## config.mk

```make
export PLATFORM = sky130hd
export DESIGN_NAME = fetch_queue
export DESIGN_NICKNAME = d
export VERILOG_FILES = /design/src/rtl/fetch_pkg.sv /design/src/rtl/fq_field_extract.sv /design/src/rtl/fetch_queue.sv
export SDC_FILE = /design/constraint.sdc
export NUM_CORES = 2
export LEC_CHECK = 0
export ABC_AREA = 0
export CAP_MARGIN = 20
export CORE_ASPECT_RATIO = 0.5
export CORE_MARGIN = 2
export CORE_UTILIZATION = 28
export CTS_CLUSTER_SIZE = 8
export DETAILED_ROUTE_END_ITERATION = 10
export PLACE_DENSITY_LB_ADDON = 0.05
export SYNTH_ARGS = -nofsm -noshare
export SYNTH_HDL_FRONTEND = slang
export SYNTH_SLANG_ARGS = --single-unit
```

## constraint.sdc

```tcl
create_clock -name clk -period 22.7 [get_ports clk]
set_input_delay 2.27 -clock clk [delete_from_list [all_inputs] [get_ports clk]]
set_output_delay 2.27 -clock clk [all_outputs]
set_load 0.03 [all_outputs]
```

## src/rtl/fetch_pkg.sv

```systemverilog
// Shared types and instruction-field positions for the dual-issue fetch queue.
package fetch_pkg;

    localparam int FQ_XLEN  = 32;
    localparam int OPC_LSB  = 2;
    localparam int OPC_MSB  = 6;
    localparam int F7B5_BIT = 30;
    localparam int F3_LSB   = 12;
    localparam int F3_MSB   = 14;

    typedef struct packed {
        logic [FQ_XLEN-1:0] pc;
        logic [FQ_XLEN-1:0] inst;
    } fq_entry_t;

endpackage

```

## src/rtl/fq_field_extract.sv

```systemverilog
// Per-lane decode field extraction; all outputs forced to zero for an invalid lane.
module fq_field_extract #(
    parameter int XLEN = 32
) (
    input  logic [XLEN-1:0] inst,
    input  logic            valid,
    output logic [4:0]      op_code,
    output logic [3:0]      sub_op_code,
    output logic            illegal
);
    import fetch_pkg::*;

    logic unused_inst_s;
    assign unused_inst_s = ^inst;

    // Field slicing gated by lane valid
    always_comb begin
        op_code     = 5'd0;
        sub_op_code = 4'd0;
        illegal     = 1'b0;
        if (valid) begin
            op_code     = inst[OPC_MSB:OPC_LSB];
            sub_op_code = {inst[F7B5_BIT], inst[F3_MSB:F3_LSB]};
            illegal     = (inst[1:0] != 2'b11);
        end else begin
            op_code     = 5'd0;
            sub_op_code = 4'd0;
            illegal     = 1'b0;
        end
    end

endmodule

```

## src/rtl/fetch_queue.sv

```systemverilog
// Dual-issue circular instruction queue feeding two decode lanes.
// Optional zero-latency empty-queue bypass: define FETCH_QUEUE_BYPASS_EN. XLEN must equal FQ_XLEN.
module fetch_queue #(
    parameter int DEPTH = 8,
    parameter int XLEN  = 32
) (
    input  logic            clk,
    input  logic            rst,
    input  logic            flush,
    input  logic            in_valid,
    input  logic            in_two,
    input  logic [XLEN-1:0] in_pc,
    input  logic [XLEN-1:0] in_inst0,
    input  logic [XLEN-1:0] in_inst1,
    output logic            in_ready,
    input  logic [1:0]      deq_count,
    output logic            out_valid0,
    output logic            out_valid1,
    output logic [XLEN-1:0] out_pc0,
    output logic [XLEN-1:0] out_pc1,
    output logic [XLEN-1:0] out_inst0,
    output logic [XLEN-1:0] out_inst1,
    output logic [4:0]      op_code0,
    output logic [4:0]      op_code1,
    output logic [3:0]      sub_op_code0,
    output logic [3:0]      sub_op_code1,
    output logic            illegal0,
    output logic            illegal1
);
    import fetch_pkg::*;

    localparam int PW = $clog2(DEPTH);
    localparam int CW = PW + 1;

    fq_entry_t       mem_q [DEPTH];
    fq_entry_t       mem_d [DEPTH];
    logic [PW-1:0]   rd_ptr_q, rd_ptr_d, wr_ptr_q, wr_ptr_d;
    logic [CW-1:0]   count_q, count_d;

    logic [1:0]      deq_eff_s, n_in_s, avail_s, pop_s, skip_s;
    logic            bypass_s, push_s;
    logic [PW-1:0]   wr_ptr1_s, rd_ptr1_s;
    logic            v0_s, v1_s;
    logic [XLEN-1:0] pc0_s, pc1_s, inst0_s, inst1_s;

    assign in_ready  = (count_q <= CW'(DEPTH - 2));
    assign wr_ptr1_s = wr_ptr_q + PW'(1);
    assign rd_ptr1_s = rd_ptr_q + PW'(1);

    // Accept/pop arbitration; pop is clamped to what the lanes actually show
    always_comb begin
        deq_eff_s = (deq_count == 2'd3) ? 2'd2 : deq_count;
        n_in_s    = in_two ? 2'd2 : 2'd1;
        bypass_s  = 1'b0;
`ifdef FETCH_QUEUE_BYPASS_EN
        bypass_s  = (count_q == CW'(0)) && in_valid && !flush && !rst;
`endif
        if (bypass_s) begin
            avail_s = n_in_s;
        end else if (count_q >= CW'(2)) begin
            avail_s = 2'd2;
        end else begin
            avail_s = count_q[1:0];
        end
        pop_s  = (deq_eff_s < avail_s) ? deq_eff_s : avail_s;
        push_s = in_valid && in_ready;
        // Bypassed entries consumed this cycle never touch storage
        skip_s = bypass_s ? pop_s : 2'd0;
    end

    // Next-state for storage, pointers and occupancy; flush wins over everything
    always_comb begin
        mem_d    = mem_q;
        rd_ptr_d = rd_ptr_q;
        wr_ptr_d = wr_ptr_q;
        count_d  = count_q;
        if (flush) begin
            rd_ptr_d = PW'(0);
            wr_ptr_d = PW'(0);
            count_d  = CW'(0);
        end else begin
            if (push_s) begin
                if (skip_s == 2'd0) begin
                    mem_d[wr_ptr_q].pc   = in_pc;
                    mem_d[wr_ptr_q].inst = in_inst0;
                end else begin
                    mem_d[wr_ptr_q] = mem_q[wr_ptr_q];
                end
                if (in_two && (skip_s != 2'd2)) begin
                    mem_d[wr_ptr1_s].pc   = in_pc + XLEN'(4);
                    mem_d[wr_ptr1_s].inst = in_inst1;
                end else begin
                    mem_d[wr_ptr1_s] = mem_q[wr_ptr1_s];
                end
                wr_ptr_d = wr_ptr_q + PW'(n_in_s);
            end else begin
                wr_ptr_d = wr_ptr_q;
            end
            rd_ptr_d = rd_ptr_q + PW'(pop_s);
            count_d  = count_q + (push_s ? CW'(n_in_s) : CW'(0)) - CW'(pop_s);
        end
    end

    // State registers
    always_ff @(posedge clk or posedge rst) begin
        if (rst) begin
            rd_ptr_q <= PW'(0);
            wr_ptr_q <= PW'(0);
            count_q  <= CW'(0);
            for (int i = 0; i < DEPTH; i++) begin
                mem_q[i] <= fq_entry_t'(0);
            end
        end else begin
            rd_ptr_q <= rd_ptr_d;
            wr_ptr_q <= wr_ptr_d;
            count_q  <= count_d;
            for (int i = 0; i < DEPTH; i++) begin
                mem_q[i] <= mem_d[i];
            end
        end
    end

    // Lane view: storage at rd_ptr/rd_ptr+1, or the live input group when bypassing
    always_comb begin
        if (bypass_s) begin
            v0_s    = 1'b1;
            v1_s    = in_two;
            pc0_s   = in_pc;
            pc1_s   = in_pc + XLEN'(4);
            inst0_s = in_inst0;
            inst1_s = in_inst1;
        end else begin
            v0_s    = (count_q != CW'(0));
            v1_s    = (count_q >= CW'(2));
            pc0_s   = mem_q[rd_ptr_q].pc;
            pc1_s   = mem_q[rd_ptr1_s].pc;
            inst0_s = mem_q[rd_ptr_q].inst;
            inst1_s = mem_q[rd_ptr1_s].inst;
        end
        out_valid0 = v0_s;
        out_valid1 = v1_s;
        out_pc0    = v0_s ? pc0_s   : XLEN'(0);
        out_inst0  = v0_s ? inst0_s : XLEN'(0);
        out_pc1    = v1_s ? pc1_s   : XLEN'(0);
        out_inst1  = v1_s ? inst1_s : XLEN'(0);
    end

    fq_field_extract #(.XLEN(XLEN)) u_fx0 (
        .inst        (out_inst0),
        .valid       (out_valid0),
        .op_code     (op_code0),
        .sub_op_code (sub_op_code0),
        .illegal     (illegal0)
    );

    fq_field_extract #(.XLEN(XLEN)) u_fx1 (
        .inst        (out_inst1),
        .valid       (out_valid1),
        .op_code     (op_code1),
        .sub_op_code (sub_op_code1),
        .illegal     (illegal1)
    );

endmodule

```

==> impl_metrics.ini <==
[grt]
grt_util_all_layers_pct = 29.21
gr_ovfl_total = 0
antenna_found_initial = 4
grt_start_max_net_pins = 146
global_route_wire_length_before_repair_um = 272000
first_global_vias = 34070

[yosys]
synth_ff_type = sky130_fd_sc_hd__dfrtp_1
synth-seq-cells = 522
post_synth_main_area_contributors = sky130_fd_sc_hd__dfrtp_1 37%, sky130_fd_sc_hd__mux4_2 17%, sky130_fd_sc_hd__a21oi_1 9.2%, sky130_fd_sc_hd__o32ai_1 5.9%, sky130_fd_sc_hd__o22ai_1 4.7%
synth_async_sr_flop_share_pct = 100.0
mean_instance_size_in_the_synthesized_netlist_sq_um = 10.23
yosysTopAreaCellShare_pct = 36.92
count_of_flip_flops_with_a_built_in_enable_after_synthesis = 0
synth_seq_area_share_pct = 36.92
synth.net_count = 3580
post_synth_inst_count = 3460
synth_largest_area_cell = sky130_fd_sc_hd__dfrtp_1
synth_cell_type_count = 77
ys.warnings.count = 0
synthesized_cell_area_sq_mm = 0.03538

[power_and_ir_drop]
total_leakage_power_uw = 0.01475
power.sequential.fraction_pct = 25.6
p_sw_share_pct = 47.86
ir_drop_mv = 0.08784
share_clk_of_total_power_pct = 14.9
pwr-share-comb_pct = 59.6
power.internal_uw = 3788
total_switching_power_uw = 3477
power-per-cell-area_mw_per_mm2 = 176.6

[clock_network]
holdBufCountCts = 0
clk_root_buffer_cell = sky130_fd_sc_hd__clkbuf_16
cts-resized-gates = 0
htreeDepth = 3
clk-insertion-delay-late_ps = 690
path_clk_slew_ps = 60
clock_path_buffers = 3
clock_tree_from_tritoncts = built
cts_buf_count = 75
number_of_sinks_driven_by_the_clock_tree = 522
cts_post_setup_buffers_inserted = 0

[sta]
final_period_minus_worst_setup_slack_ps = 7313
slew_headroom_pct = 18.77
timing.clock.skew_ps = 20.91
layout_worst_path_cycle_share_pct = 32.22
fin_worst_hold_slack_ps = 558.9
hold_viol_final = 0
actual_transition_at_the_worst_max_transition_pin_ps = 1218
totalNegativeSetupSlack_ps = 0
setup_violations = 0
rsz0062_at_grt = no
timing.final.max_slew_violations = 0
fmax_mhz = 136.7

[finish]
fillCellCount = 12840
drive_above_1_share_pct = 17.51
final_common_cell = sky130_fd_sc_hd__a21oi_1
area_delta_synth_final_pct = 16.24
final_cell_area_sq_mm = 0.04113
post-route-util_pct = 32.72
mostFrequentLayoutCells = 648 x sky130_fd_sc_hd__a21oi_1, 518 x sky130_fd_sc_hd__dfrtp_1, 272 x sky130_fd_sc_hd__mux4_2
nNetsFinal = 3566

[worst_setup_path]
crit_family = buffers and inverters
wp_data_required_ps = 20430
cp_common_cell = sky130_fd_sc_hd__buf_4
slowest_delay_ps = 1080
timing.setup.critical_path_class = reg2out
regToRegSetupSlack_ps = 17710
crit_chain = buf_4, xnor2_2, buf_4, nand2_1, a21oi_1, clkdlybuf4s50_1
cp_num_cells = 6
crit_path_start_kind = flip-flop
cp.buffers_inverters = 3
critical_path.slowest_cell = sky130_fd_sc_hd__dfrtp_4
worst-path-max-fanout = 39
endpoint_class_of_the_critical_path = primary output
worst_ep_arrival_time_ps = 5040
r2r.worst_path.cells = 10

[floorplan]
fp.dieH_um = 255.4
ioPinCount = 254
fp.dieArea_sq_mm = 0.1294
die_x_um = 506.7
placement_rows = 92
core_area_sq_mm = 0.1257
floorplan.initialDensity_pct = 28.15

[routing]
detail_route.drc_violations = 0
final_antenna_net_count = 0
dr.first_iter.drc_count = 3696
dr.pass1.iters = 6
wl_per_cell_um = 37.55
route.detailed.vias_per_inst = 6.634
detail_route.wirelength_um = 193500
vias = 34190

[place]
dp.final_hpwl_um = 107400
io_buffer_count = 253
placed_area_sq_mm = 0.03908
place_congestion = 0.8137

[run]
max_cap_violations = 0

[min_path]
timing.hold.worst.class = reg2reg
timing.hold.worst_path_depth = 1

[outcome]
status = finished clean
[registers in the layout, indices dropped and copies added, names as in the netlist]
signal / count
mem_q: 512
count_q: 4
rd_ptr_q: 3
wr_ptr_q: 3
[power by group through the flow]
stage	clock network [uW]	registers, uW	logic, uW
final	1080	1860	4330
after CTS	1100	1840	4330
after detailed placement	0	1850	4320
after global routing	1130	1920	4580
after floorplan	0	1640	2930
after global placement	0	1840	4300
[cell type report]
type	count	area [sq um]	share of cell area (%)
clock inverters	5	58.81	0.1430
diodes	1	2.502	0.006084
well taps	1692	2117	5.147
repair buffers	357	3426	8.329
inverters	17	72.57	0.1764
flip-flops and latches	522	13080	31.79
multi-input cells	2473	20420	49.64
clock buffers	86	1961	4.767
[layer usage]
metal | global-route usage (%) | vias to the layer above | wire length (um)
met1 | 42.27 | 18430 | 87680
met3 | 6.558 | 350 | 15910
met2 | 43.21 | 1783 | 83890
met5 | 0 | - | 0
met4 | 8.872 | 0 | 6021
li1 | - | 13630 | -
[logic make-up after synthesis]
group                      after synthesis  share of synthesized area (%)
muxes                                  451                          22.50
xor gates and xnor gates                34                         0.8628
AOI/OAI and AO/OA                     1401                          26.03
buffers and inverters                  465                          6.050
and+or+nand+nor                        570                          6.955
DFF                                    522                          36.92
adders and majority gates               17                         0.6860
[path summary, 6_finish.rpt]
check | from | endpoint
min in group asynchronous | rst | mem_q[298]$_DFFE_PP0P_
max in group asynchronous | rst | mem_q[390]$_DFFE_PP0P_
min reg2reg | mem_q[270]$_DFFE_PP0P_ | mem_q[270]$_DFFE_PP0P_
min | mem_q[270]$_DFFE_PP0P_ | mem_q[270]$_DFFE_PP0P_
max reg2reg | wr_ptr_q[1]$_DFFE_PP0P_ | mem_q[388]$_DFFE_PP0P_
max | rd_ptr_q[2]$_DFF_PP0_ | out_pc1[17]
[synth_stat cells, drive strengths merged (8+ instances only)]
| master | number |
|---|---|
| mux4 | 272 |
| a221oi | 39 |
| a211oi | 10 |
| xor2 | 18 |
| a221o | 17 |
| a21oi | 657 |
| a31oi | 10 |
| a32o | 11 |
| inv | 17 |
| nor2b | 9 |
| nor3 | 30 |
| mux2 | 34 |
| xnor2 | 16 |
| buf | 227 |
| a22oi | 17 |
| nand4 | 11 |
| o22ai | 294 |
| clkbuf | 221 |
| and4 | 8 |
| and3 | 16 |
| mux2i | 145 |
| dfrtp | 522 |
| ha | 13 |
| o32ai | 241 |
| o221ai | 8 |
| nor2 | 223 |
| nand2 | 228 |
| nand3 | 17 |
| o21ai | 59 |
[stage by stage]
| step | worst slack [ps] | instances | total power, uW |
|---|---|---|---|
| global route | 15370 | 5153 | 7635 |
| CTS | 15480 | 5151 | 7270 |
| floorplan | 5847 | 3460 | 4572 |
| detailed placement | 16230 | 5060 | 6169 |
| finish | 15390 | 5153 | 7265 |
| global placement | 16200 | 5059 | 6145 |
No activity file was read; power rests on OpenSTA's default activity.
